### config.mk
export PLATFORM = sky130hd
export DESIGN_NAME = mem_arbiter
export DESIGN_NICKNAME = d
export VERILOG_FILES = /design/src/rtl/mem_arbiter_pkg.sv /design/src/rtl/mem_arbiter.sv
export SDC_FILE = /design/constraint.sdc
export NUM_CORES = 1
export LEC_CHECK = 0
export BUFFER_PORTS_ARGS = -buffer_cell sky130_fd_sc_hd__buf_4
export CORE_AREA = 3 3 108 110
export CTS_CLUSTER_SIZE = 20
export DETAILED_ROUTE_END_ITERATION = 6
export DIE_AREA = 0 0 111 113
export GPL_TIMING_DRIVEN = 0
export PLACE_DENSITY = 0.73
export SETUP_SLACK_MARGIN = 0.05
export SYNTH_ARGS = -nofsm -noshare
export SYNTH_HDL_FRONTEND = slang
export SYNTH_SLANG_ARGS = --single-unit
### constraint.sdc
create_clock -name clock -period 2.92 [get_ports clock]
set_clock_uncertainty 0.2 [all_clocks]
set_input_delay 0.584 -clock clock [delete_from_list [all_inputs] [get_ports clock]]
set_output_delay 0.584 -clock clock [all_outputs]
set_load 0.005 [all_outputs]
### src/rtl/mem_arbiter_pkg.sv
// mem_arbiter_pkg: shared types and defaults for the memory arbiter
package mem_arbiter_pkg;
  localparam int TIMEOUT_CYCLES_DEFAULT = 255;
  typedef enum logic [1:0] {IDLE, D_BUSY, I_BUSY} arbState_;
  typedef struct packed {
    logic [31:0] addr;
    logic [31:0] wdata;
    logic [3:0]  be;
    logic        we;
  } memTxn_;
endpackage

### src/rtl/mem_arbiter.sv
// mem_arbiter: fixed-priority fetch/data arbiter onto a single memory bus with timeout and fetch discard
module mem_arbiter
  import mem_arbiter_pkg::*;
#(
  parameter int TIMEOUT_CYCLES = TIMEOUT_CYCLES_DEFAULT
) (
  input  logic        clock,
  input  logic        reset,
  input  logic        ifReq,
  input  logic [31:0] ifAddr,
  output logic        ifGnt,
  output logic        ifRvalid,
  output logic [31:0] ifRdata,
  output logic        ifFault,
  input  logic        dReq,
  input  logic        dWe,
  input  logic [31:0] dAddr,
  input  logic [31:0] dWdata,
  input  logic [3:0]  dBe,
  output logic        dGnt,
  output logic        dRvalid,
  output logic [31:0] dRdata,
  output logic        dFault,
  input  logic        fetchFlush,
  output logic        memReq,
  output logic        memWe,
  output logic [31:0] memAddr,
  output logic [31:0] memWdata,
  output logic [3:0]  memBe,
  input  logic        memReady,
  input  logic [31:0] memRdata,
  input  logic        memErr,
  output logic        stallControl
);
  localparam int CW = $clog2(TIMEOUT_CYCLES + 1);
  arbState_ state, stateNext;
  memTxn_ txn;
  logic [CW-1:0] count;
  logic discard;
  logic dBusy, iBusy, busy, timeout, done, canGrant, grant, discardNow;
  // every output is gated by reset so nothing leaks while it is held low
  always_comb begin
    dBusy = reset && state == D_BUSY;
    iBusy = reset && state == I_BUSY;
    busy = dBusy || iBusy;
    timeout = busy && !memReady && count == CW'(TIMEOUT_CYCLES - 1);
    done = busy && (memReady || timeout);
    canGrant = reset && (state == IDLE || done);
    dGnt = canGrant && dReq;
    ifGnt = canGrant && ifReq && !dReq;
    grant = dGnt || ifGnt;
    stateNext = dGnt ? D_BUSY : ifGnt ? I_BUSY : done ? IDLE : state;
    discardNow = discard || (iBusy && fetchFlush);
    dRvalid = dBusy && done;
    ifRvalid = iBusy && done && !discardNow;
    dRdata = dRvalid && memReady ? memRdata : '0;
    ifRdata = ifRvalid && memReady ? memRdata : '0;
    dFault = dRvalid && (!memReady || memErr);
    ifFault = ifRvalid && (!memReady || memErr);
    memReq = busy;
    memWe = busy && txn.we;
    memAddr = busy ? txn.addr : '0;
    memWdata = busy ? txn.wdata : '0;
    memBe = busy ? txn.be : '0;
    stallControl = reset && (dReq || state == D_BUSY) && !dRvalid;
  end
  always_ff @(posedge clock) begin
    if (!reset) begin
      state <= IDLE;
      txn <= '0;
      count <= '0;
      discard <= 1'b0;
    end else begin
      state <= stateNext;
      if (dGnt) txn <= '{addr: dAddr, wdata: dWdata, be: dBe, we: dWe};
      else if (ifGnt) txn <= '{addr: ifAddr, wdata: 32'h0, be: 4'hF, we: 1'b0};
      count <= grant || done ? '0 : busy && !memReady ? count + 1'b1 : count;
      discard <= ifGnt ? fetchFlush : done ? 1'b0 : discard || (iBusy && fetchFlush);
    end
  end
endmodule

==> results.ini <==
[placed_design]
gp_congestion=0.832
dpl.hpwl_mm=12.0
place_ws_ps=-69.7
port_buffers=277
placed_cells=924

[run]
cap_viol_max_count=0

[sta]
fin_crit_sh_pct=95.1
fin_setup_tns_ps=0
finalSetupViolations=0
rsz0062_at_grt=no
timing.fmax_mhz=360
whs_ps=256
tightest_slew_ps=507
slew_headroom_pct=66.2
drv_slew=0
fin_crit_ps=2780
setup_ws_ps=144
hold_violations=0

[setup_path]
critPathRequiredTime_ps=2140
r2r_start=count[0]
cp-end-kind=output port
start_kind=register
path_cells=and4_4 > a41oi_4 > maj3_2 > nor2_8 > buf_6 > buf_4
crit_start=count[3]
critPathKind=reg -> out
cp_slowest_cell=maj3_2
critical_path_peak_fanout=10
cpPeakStageDelay_ps=420
crit_buf_inv=2
crit_family=simple AND/OR/NAND/NOR gates
critPathArrivalTime_ps=1990

[die]
pin_count=281
core_sq_um=10800
start_util_pct=40.5
die_area_sq_um=12500
die_y_um=113
rows=38
chipWidth_um=111

[synth]
syn_inst=507
synth_flop_cell=dfxtp_1
syn_area_sq_um=4370
yosys.area.top_type=dfxtp_1
synth_top_cell_area_share_pct=36.7
yosys-top-cells-count=and2_1, dfxtp_1, nor2_1, clkbuf_1, nor2b_1
synth_most_common_cell=and2_1
synthArstFlopShare_pct=0
synthTopCellsByArea=dfxtp_1, and2_1, o221a_2
yosys_register_bits=80
syn_nets=649
ys_seq_area_share_pct=36.7
synth_edf_count=0
syn_area_per_cell_sq_um=8.61
yosys_warnings=0
ys_types=41

[layout]
antenna_cells=0
fin_nets=945
drive_gt1_share_pct=47.5
syn2layout_area_growth_pct=59.9
fin_cells=948

[clocking]
cts_hold_buf=0
ctsRootBufferMaster=clkbuf_8
cts_tree=yes
numCtsBuffers=9
cts_sinks=80
cts_max_level=3
clkTransAtPathRegs_ps=80
clk_latency_ps=340
clockBufferDepth=2

[routing]
route.detailed.drc=0
drtPass1Iterations=4
num_vias=4763
vias_per_cell=5.02
wire_per_inst_um=16.0
drtIter0Drc=306
antenna_left=0
wirelength_mm=15.1

[pwr]
worst_ir_drop_vdd_mv=0.259
switching_share_pct=25.2
p_clk_share_pct=33.8
p_comb_share_pct=20.7
power_leakage_nw=3.50
seq_power_share_pct=45.5
powerDensity_nw_per_um2=380
intPower_mw=1.99
p_sw_uw=668

[grt]
grt_overflow=0
grt_pass1_vias=4560
antenna_found_initial=0
grt_usage_pct=22.7
grt_max_degree=20
grt_first_pass_wirelength_mm=23.3

[min_path]
hold_path_class=in -> reg
worstHoldStart=dWdata[29]

[run_status]
run_status=completed

[power by group through the flow]
stage	Combinational [mW]	Clock, mW	Sequential (mW)
finish	0.550	0.897	1.21
global route	0.602	0.969	1.22
CTS	0.545	0.915	1.21
detailed placement	0.534	0	1.23
global placement	0.525	0	1.23
floorplan	0.268	0	1.22
[flip-flops by register name, summed over array words and instances (netlist names)]
signal,flops
count,8
discard,1
state,2
txn,69
[placed cells by master, fill, tap and decap left out, types with 3 or more instances in the layout]
cell,n
o221a_2,36
inv_1,3
dfxtp_2,6
nand4_1,4
buf_4,286
a21oi_1,35
clkbuf_2,13
xor2_1,5
clkbuf_4,5
nor2b_1,35
and2_1,102
nand2_1,8
dfxtp_1,74
a22o_1,33
clkbuf_1,22
and3_1,34
buf_2,7
clkbuf_8,10
buf_6,3
nor2_1,45
[cell families after synthesis]
family / share of synthesized area (%)
xor+xnor: 1.40
flops: 36.7
compound gates: 22.6
fa+ha+maj: 0.831
simple gates: 32.9
buf+inv: 5.42
mux: 0.229
[area by class of cell]
type,instances,area (sq um)
buffer,50,254
clock inverter,5,80.1
multi-input combinational,373,2570
fill,943,3810
clock buffer,11,141
timing repair buffer,286,2150
tap,140,175
sequential,80,1610
inverter,3,11.3
[path summary, 6_finish.rpt]
path / to / slack, ps / cells after the start
max reg2reg: txn[36] / 630 / 9
max: dGnt / 140 / 6
min: txn[34] / 260 / 2
min reg2reg: txn[8] / 270 / 1
[worst register-to-register path, stage by stage (launching register included)]
cell     delay [ps]
dfxtp_2         390
inv_1            60
ha_2            200
a41oi_4         300
maj3_2          340
nor2_8           70
buf_4           130
buf_4           120
buf_6           130
a22o_1          230
[layer usage]
layer	up-vias	track usage (%)	part of all wire, %
li1	2366	-	-
met5	-	0	0
met3	21	5.83	7.4
met2	185	38.2	49
met1	2191	28.6	42
met4	0	6.90	1.8
[what timing repair did]
| action | CTS | global route |
|---|---|---|
| resized for setup | 22 | 21 |
| hold endpoints to repair | 0 | 0 |
| pin swaps | 2 | 2 |
| setup buffers | 2 | 7 |
| setup endpoints to repair | 134 | 102 |
[metrics by stage]
stage	utilization, %	area (sq um)	total power, mW
after floorplan	-	4370	1.49
after global placement	61.3	6620	1.75
after detailed placement	61.3	6620	1.76
after CTS	64.0	6910	2.67
after global routing	64.7	6980	2.79
final	64.7	6980	2.65
(Power assumes the default switching activity.)
